**config.mk**
```make
export PLATFORM = sky130hd
export DESIGN_NAME = sfp_rx_deframer
export DESIGN_NICKNAME = d
export VERILOG_FILES = /design/src/rtl/sfp_rx_deframer.sv
export SDC_FILE = /design/constraint.sdc
export NUM_CORES = 1
export LEC_CHECK = 0
export CAP_MARGIN = 20
export CORE_ASPECT_RATIO = 0.7
export CORE_MARGIN = 2
export CORE_UTILIZATION = 45
export CTS_CLUSTER_DIAMETER = 30
export DETAILED_ROUTE_END_ITERATION = 16
export DONT_BUFFER_PORTS = 1
export PLACE_DENSITY = 0.68
export SLEW_MARGIN = 5
export SYNTH_ARGS = -nofsm -noshare
export SYNTH_HDL_FRONTEND = slang
export SYNTH_SLANG_ARGS = --single-unit
```
**constraint.sdc**
```tcl
create_clock -name clk -period 5.19 [get_ports clk]
set_input_delay 1.2975 -clock clk [delete_from_list [all_inputs] [get_ports clk]]
set_output_delay 1.2975 -clock clk [all_outputs]
set_load 0.02 [all_outputs]
```
**src/rtl/sfp_rx_deframer.sv**
```systemverilog
// SFP receive deframer: delineates SOF/EOF-bounded frames on the aligned 32-bit lane,
// strips header and checksum, streams payload words and reports per-frame status.
module sfp_rx_deframer #(
  parameter int unsigned MAX_LEN = 256,
  parameter int unsigned CNT_W   = 16
) (
  input  logic             clk,
  input  logic             rst,
  input  logic [31:0]      rxd,
  input  logic [3:0]       rxctl,
  output logic [31:0]      m_data,
  output logic             m_valid,
  output logic             m_last,
  output logic [7:0]       m_type,
  output logic             frame_ok,
  output logic             frame_err,
  output logic [2:0]       err_code,
  output logic [CNT_W-1:0] err_cnt
);

  localparam logic [7:0] K_IDLE = 8'hBC;
  localparam logic [7:0] K_SOF  = 8'hFB;
  localparam logic [7:0] K_EOF  = 8'hFD;

  localparam logic [2:0] E_LEN  = 3'd1;
  localparam logic [2:0] E_K    = 3'd2;
  localparam logic [2:0] E_CSUM = 3'd3;
  localparam logic [2:0] E_NEOF = 3'd4;
  localparam logic [2:0] E_SOF  = 3'd5;

  typedef enum logic [2:0] {S_IDLE, S_HDR, S_DATA, S_CSUM, S_EOF} state_t;

  state_t      r_state;
  state_t      w_next;
  logic [31:0] r_sum;
  logic [15:0] r_rem;
  logic        r_csum_ok;

  logic        w_ctl, w_data, w_sof, w_eof, w_len_bad;
  logic        w_emit, w_last, w_ok, w_err;
  logic [2:0]  w_code;

  // Word classification; only ctl=0001 carries a recognised control code.
  assign w_ctl     = (rxctl == 4'b0001);
  assign w_data    = (rxctl == 4'h0);
  assign w_sof     = w_ctl && (rxd[7:0] == K_SOF);
  assign w_eof     = w_ctl && (rxd[7:0] == K_EOF);
  assign w_len_bad = 32'(rxd[31:16]) > MAX_LEN;

  always_ff @(posedge clk or posedge rst) begin
    if (rst) r_state <= S_IDLE;
    else     r_state <= w_next;
  end

  // Next state: a SOF anywhere inside a frame resyncs onto the new header.
  always_comb begin
    w_next = r_state;
    if (r_state != S_IDLE && w_sof) begin
      w_next = S_HDR;
    end else begin
      case (r_state)
        S_IDLE: if (w_sof) w_next = S_HDR;
        S_HDR: begin
          if (!w_data || w_len_bad)      w_next = S_IDLE;
          else if (rxd[31:16] == 16'd0)  w_next = S_CSUM;
          else                           w_next = S_DATA;
        end
        S_DATA: begin
          if (!w_data)              w_next = S_IDLE;
          else if (r_rem == 16'd1)  w_next = S_CSUM;
        end
        S_CSUM:  w_next = w_data ? S_EOF : S_IDLE;
        S_EOF:   w_next = S_IDLE;
        default: w_next = S_IDLE;
      endcase
    end
  end

  // Per-word decisions, registered below into the output stage.
  always_comb begin
    w_emit = 1'b0;
    w_last = 1'b0;
    w_ok   = 1'b0;
    w_err  = 1'b0;
    w_code = 3'd0;
    if (r_state != S_IDLE && w_sof) begin
      w_err  = 1'b1;
      w_code = E_SOF;
    end else begin
      case (r_state)
        S_HDR: begin
          if (!w_data)        begin w_err = 1'b1; w_code = E_K;   end
          else if (w_len_bad) begin w_err = 1'b1; w_code = E_LEN; end
        end
        S_DATA: begin
          if (w_data) begin
            w_emit = 1'b1;
            w_last = (r_rem == 16'd1);
          end else begin
            w_err  = 1'b1;
            w_code = E_K;
          end
        end
        S_CSUM: if (!w_data) begin w_err = 1'b1; w_code = E_K; end
        S_EOF: begin
          if (w_eof && r_csum_ok) w_ok = 1'b1;
          else if (w_eof)         begin w_err = 1'b1; w_code = E_CSUM; end
          else                    begin w_err = 1'b1; w_code = E_NEOF; end
        end
        default: ;
      endcase
    end
  end

  always_ff @(posedge clk or posedge rst) begin
    if (rst) begin
      m_data    <= 32'd0;
      m_valid   <= 1'b0;
      m_last    <= 1'b0;
      m_type    <= 8'd0;
      frame_ok  <= 1'b0;
      frame_err <= 1'b0;
      err_code  <= 3'd0;
      err_cnt   <= '0;
      r_sum     <= 32'd0;
      r_rem     <= 16'd0;
      r_csum_ok <= 1'b0;
    end else begin
      m_valid   <= w_emit;
      m_last    <= w_last;
      frame_ok  <= w_ok;
      frame_err <= w_err;
      err_code  <= w_code;
      if (w_emit) m_data <= rxd;
      if (w_err && err_cnt != {CNT_W{1'b1}}) err_cnt <= err_cnt + CNT_W'(1);
      if (r_state == S_HDR && w_data) begin
        m_type <= rxd[15:8];
        r_sum  <= rxd;
        r_rem  <= rxd[31:16];
      end
      if (r_state == S_DATA && w_data) begin
        r_sum <= r_sum + rxd;
        r_rem <= r_rem - 16'd1;
      end
      if (r_state == S_CSUM && w_data) r_csum_ok <= (rxd == r_sum);
    end
  end

endmodule
```
==> results.yml, run 1 <==
route:
  num_vias: 5984
  postRouteWirelength_um: 19200
  drcViolationCount: 0
  first_pass_iters: 5
  viasPerCell: 6.10
  drt_iter0_drc: 524
  ant_nets: 0
  wl_per_cell_um: 19.5
cells_and_area:
  antennaDiodeCount: 0
  synthToLayoutAreaGrowth_pct: 10.7
  fin_nets: 846
  final_area_sq_mm: 0.00748
  drive_above_1_share_pct: 8.02
power:
  finalPower_mw: 2.20
  peakVddDrop_mv: 0.186
  power.density_mw_per_mm2: 294
  p_leak_nw: 3.54
clocking:
  numCtsBuffers: 17
  postCtsHoldBufs: 0
  clock_latency_ps: 430
  clock-root-buffer: "clkbuf_16"
  htreeDepth: 4
  path_clk_slew_ps: 60
  ctsLongestPathBuffers: 2
  cts_tree: "yes"
  cts_resized: 0
  cts_sinks: 115
  post_cts_buffers: 0
worst_setup_path:
  path_buf_inv: 0
  cpPeakStageDelay_ps: 440
  criticalPathCategory: "primary input to flip-flop"
  cp_max_fo: 5
  cp_slowest_cell: "a31oi_1"
  end_kind: "flip-flop"
  critPathTopFamily: "compound AO/OA/AOI/OAI gates"
  r2r_start: "r_sum[0]"
  critPathLaunchType: "primary input"
  cp-startpoint: "rxd[0]"
  crit_path_cell_trace: "ha_1 > fa_1 > a21oi_1 > o211ai_1 > a221oi_2 > a21oi_1 > a31oi_1 > nor4b_1 > or3_1 > xnor2_1 > o211ai_1"
  required_ps: 5530
  arrival_ps: 4130
sta:
  setup_tns_ps: 0
  fin_crit_sh_pct: 72.9
  rsz0062_at_grt: "no"
  worst_slew_pin_slew_ps: 1020
  slew_violations: 0
  hold_ws_ps: 503
  setup_viol: 0
  finalCriticalPeriod_ps: 3790
  hold_viol: 0
  worst_slack_ps: 1400
  max_slew_margin_pct: 31.7
  fin_worst_skew_ps: 13.3
  max_freq_ghz: 0.264
logic_synthesis:
  yosysWarnings: 0
  synth_nets: 861
  synth_top_area_cell: "dfrtp_1"
  synth_area_per_cell_sq_um: 8.57
  synth_ff_type: "dfrtp_1"
  syn_inst: 788
  ys_seq_area_share_pct: 42.6
  synth_edf_count: 0
  synth_cell_type_count: 64
  synthTopCellsByArea: "dfrtp_1 (43%), nand2_1 (10%), ha_1 (6.3%)"
  syn_area_sq_mm: 0.00675
  synth_top_area_share_pct: 42.6
  async_flop_share_pct: 100
  ys_seq_elements: 115
hold_path:
  worstHoldStart: "r_sum[0]"
  min_path_type: "flip-flop to flip-flop"
floorplan:
  die_area_sq_mm: 0.0160
  core_sq_mm: 0.0147
  pin_count: 101
  core.rowCount: 37
  dieWidth_um: 150
  fp.dieH_um: 107
  initial_utilization_pct: 46.0
global_routing:
  grt_usage_pct: 25.2
  top_usage_layer: "met1"
  grt_pass1_wl_um: 31100
  grt_overflow: 0
  gr-usage-met1_pct: 36.0
  use_met3_pct: 8.28
  grt_max_degree: 51
  antenna_found_initial: 0
  grt_pass1_vias: 5908
  grt.met2_usage_pct: 35.8
place:
  dp_slack_ps: 1010
  port_buffers: 0
  dpl_cell_area_sq_mm: 0.00690
  place_hpwl_um: 13800
  gp_congestion: 0.891
status:
  outcome: "completed"
run:
  cap_viol_max_count: 0
power breakdown:
part           internal, mW  switching [mW]
clock network         0.686           0.471
logic                0.0451          0.0852
registers             0.903         0.00629
total                  1.63           0.562
synth_stat cells (3+ instances only):
library cell	count
dfrtp_1	115
a221o_1	4
nor4_1	14
nand3_1	28
a22oi_1	13
a21oi_1	51
xor2_1	8
buf_2	4
o22ai_1	8
xnor2_1	32
or3_1	8
and3_1	6
o311ai_0	4
o211ai_1	10
o21ai_0	47
a21boi_0	3
nor3b_1	4
nand4_1	9
a31oi_1	14
nor4b_1	3
a21o_1	16
inv_1	16
nand2_1	182
clkbuf_1	35
o31ai_1	4
nor3_1	13
o21bai_1	5
or2_2	4
ha_1	34
nor2_1	49
a211oi_1	4
worst paths after layout:
path                                     to  slack (ps)  cells after the start
worst max-delay path              r_sum[28]        1400                     11
worst min-delay path               r_sum[0]         500                      2
worst max register to register    r_sum[28]        1890                     11
worst min register to register     r_sum[0]         500                      2
max in group asynchronous        m_data[25]        3510                      2
min in group asynchronous       err_code[0]         750                      1
area by class of cell:
type,count,area (sq um)
clock buffers,18,439
clock inverters,14,144
fillers,1335,7200
multi-input cells,613,3640
well taps,195,244
inverters,17,66.3
flip-flops and latches,115,2880
repair buffers,9,67.6
cells by family (layout without fill, tap and decap cells):
kind of cell | count (synthesis) | in the layout | synth area share, %
adder cells (fa/ha/maj) | 35 | 35 | 6.60
AO/OA/AOI/OAI | 198 | 198 | 18.7
XOR/XNOR | 41 | 41 | 5.43
AND/OR/NAND/NOR | 336 | 336 | 22.6
buffers and inverters | 60 | 58 | 3.54
flip-flops | 115 | 115 | 42.6
multiplexers | 3 | 3 | 0.482
sequential cells by signal (all words and copies together), names as in the netlist:
register and count:
err_cnt 16, err_code 3, frame_err 1, frame_ok 1
m_data 32, m_last 1, m_type 8, m_valid 1
r_csum_ok 1, r_rem 16, r_state 3, r_sum 32
routing by layer:
layer | up-vias | share of wire (%)
met5 | - | 0
met3 | 19 | 9.6
met4 | 0 | 1.3
met2 | 279 | 41
met1 | 2908 | 48
li1 | 2778 | -
worst register-to-register path, stage by stage, from the launching register on:
cell	delay (ps)
dfrtp_1	380
ha_1	210
fa_1	410
a21oi_1	280
o211ai_1	150
a221oi_2	370
a21oi_1	190
a31oi_1	440
nor4b_1	110
or3_1	400
xnor2_1	130
o211ai_1	170
metrics by stage:
step | util (%) | instances
after floorplan | - | 788
after global placement | 47.0 | 949
after detailed placement | 47.0 | 949
after CTS | 51.0 | 981
after global routing | 51.0 | 981
final | 51.0 | 981
cell usage in the layout (no fill, tap or decap), types with 15 or more instances in the layout:
cell type,count
nand2_1,181
nand3_1,28
a21o_1,16
dfrtp_1,115
inv_1,15
nor2_1,49
clkbuf_16,17
xnor2_1,32
ha_1,34
a21oi_1,51
o21ai_0,47
Power figures use the tool's default switching activity.
==> run 2: changes to the inputs <==
--- a/config.mk
+++ b/config.mk
@@ -12,7 +12,7 @@
 export CTS_CLUSTER_DIAMETER = 30
 export DETAILED_ROUTE_END_ITERATION = 16
 export DONT_BUFFER_PORTS = 1
-export PLACE_DENSITY = 0.68
+export PLACE_DENSITY = 0.7
 export SLEW_MARGIN = 5
 export SYNTH_ARGS = -nofsm -noshare
 export SYNTH_HDL_FRONTEND = slang
==> constraint.sdc (replaced) <==
create_clock -name clk -period 3.3 [get_ports clk]
set_input_delay 0.825 -clock clk [delete_from_list [all_inputs] [get_ports clk]]
set_output_delay 0.825 -clock clk [all_outputs]
set_load 0.02 [all_outputs]
==> run 2 against run 1 <==
Cell area increased by 3.5%. Sequential power increased by 57%. Clock power increased by 71%. Critical endpoint unchanged. Largest cell class unchanged. Routed wire length decreased by 4.5%. Non-clock buffer count increased by 24. Sequential cell count unchanged. Final cell count increased by 2.4%. Via count decreased by 0.33%. Combinational power increased by 68%.
==> results.yml, run 2 (same netlist as run 1, synthesis figures left out) <==
status:
  outcome: "completed"
hold_path:
  min_path_type: "primary input to asynchronous set/reset pin"
route:
  wl_per_cell_um: 18.2
  viasPerCell: 5.93
  postRouteWirelength_um: 18300
  drcViolationCount: 0
  top_layer: "met4"
  ant_nets: 0
  drt_iter0_drc: 551
  num_vias: 5964
  wl_met1_um: 9150
  first_pass_iters: 5
  met2_length_um: 7370
  met3_length_um: 1670
power:
  peakVddDrop_mv: 0.292
  power.density_mw_per_mm2: 470
  p_leak_nw: 3.68
sta:
  rsz0062_at_grt: "no"
  hold_ws_ps: 403
  setup_viol: 0
  fin_crit_sh_pct: 89.2
  slew_violations: 0
  worst_slew_pin_slew_ps: 764
  finalCriticalPeriod_ps: 2940
  max_freq_ghz: 0.340
  max_slew_margin_pct: 49.0
  hold_viol: 0
  fin_worst_skew_ps: 6.96
cells_and_area:
  fin_nets: 870
  top_regs: "m_data (32), r_sum (32)"
  final_cell_mix: "nand2_1 (181), dfrtp_1 (115), a21oi_1 (51), nor2_1 (48), o21ai_0 (47)"
  final_area_sq_mm: 0.00774
  final_common_cell: "nand2_1"
  synthToLayoutAreaGrowth_pct: 14.6
  fin_util_pct: 52.7
  drive_above_1_share_pct: 11.0
  antennaDiodeCount: 0
worst_setup_path:
  reg2reg_slack_ps: 370
  end_kind: "flip-flop"
  r2r_end: "r_sum[28]"
  r2r_start: "r_sum[0]"
  criticalPathCategory: "primary input to flip-flop"
  cp_max_fo: 4
  cp-startpoint: "rxd[0]"
  worst_r2r_path_depth: 11
  critPathCapture: "r_sum[28]"
  required_ps: 3570
  critPathLaunchType: "primary input"
  arrival_ps: 3210
clocking:
  cts_resized: 0
  numCtsBuffers: 17
  cts_tree: "yes"
  clock_latency_ps: 410
  postCtsHoldBufs: 0
  clock-root-buffer: "clkbuf_16"
  ctsLongestPathBuffers: 2
  cts_sinks: 115
  post_cts_buffers: 0
  path_clk_slew_ps: 60
  htreeDepth: 4
global_routing:
  antenna_found_initial: 0
  grt_pass1_wl_um: 30000
  grt_overflow: 0
  grt_pass1_vias: 5607
  grt_max_degree: 57
  grt_usage_pct: 24.0
place:
  port_buffers: 0
  place_hpwl_um: 12900
  gp_congestion: 0.983
  dpl_cell_area_sq_mm: 0.00711
floorplan:
  core.rowCount: 37
  pin_count: 101
  dieWidth_um: 150
  core_sq_mm: 0.0147
  fp.dieH_um: 107
  initial_utilization_pct: 46.0
  die_area_sq_mm: 0.0160
run:
  cap_viol_max_count: 0
run 2: cell type report:
type,instances,area (sq um)
fill,1322,6940
sequential,115,2880
clock buffer,18,439
multi-input combinational,613,3650
tap,195,244
clock inverter,14,188
inverter,17,67.6
timing repair buffer,33,273
run 2: power breakdown:
group	total, mW	internal (mW)	leakage, nW	switching, mW
Sequential	1.43	1.42	1.59	0.00983
Clock	1.98	1.23	0.306	0.751
Combinational	0.219	0.0838	1.78	0.135
Total	3.63	2.74	3.68	0.896
run 2: layer usage:
metal	up-vias	GRT usage, %
met5	-	0
met4	0	5.32
met3	14	7.51
met2	235	33.6
met1	2888	35.9
li1	2827	-
run 2: how the worst min path moves through the flow:
stage               startpoint       end  cells after the start
global placement      r_sum[0]  r_sum[0]                      2
CTS                        rst   m_valid                      1
finish                     rst   m_valid                      1
floorplan             r_sum[0]  r_sum[0]                      2
global route               rst   m_valid                      1
detailed placement    r_sum[2]  r_sum[2]                      2
run 2: critical path, stage by stage:
cell,delay (ps)
ha_1,200
fa_1,400
a21oi_1,210
o211ai_1,140
a221oi_2,340
a21oi_1,150
a31oi_2,230
nor4b_1,80
or3_1,390
xnor2_1,140
o211ai_1,90
run 2: stage by stage:
stage	total power [mW]	setup slack, ps	std cells	TNS, ps
CTS	3.66	390	1005	0
detailed placement	1.67	-4.81	973	-4.81
finish	3.63	358	1005	0
floorplan	1.61	8.93	788	0
global route	3.77	126	1005	0
global placement	1.67	21.5	973	0
==> run 3: changes to the inputs <==
--- a/config.mk
+++ b/config.mk
@@ -5,7 +5,6 @@
 export SDC_FILE = /design/constraint.sdc
 export NUM_CORES = 1
 export LEC_CHECK = 0
-export CAP_MARGIN = 20
 export CORE_ASPECT_RATIO = 0.7
 export CORE_MARGIN = 2
 export CORE_UTILIZATION = 45
==> results of run 3 <==
No change in the layout: final DEF, timing and power equal those of run 2.
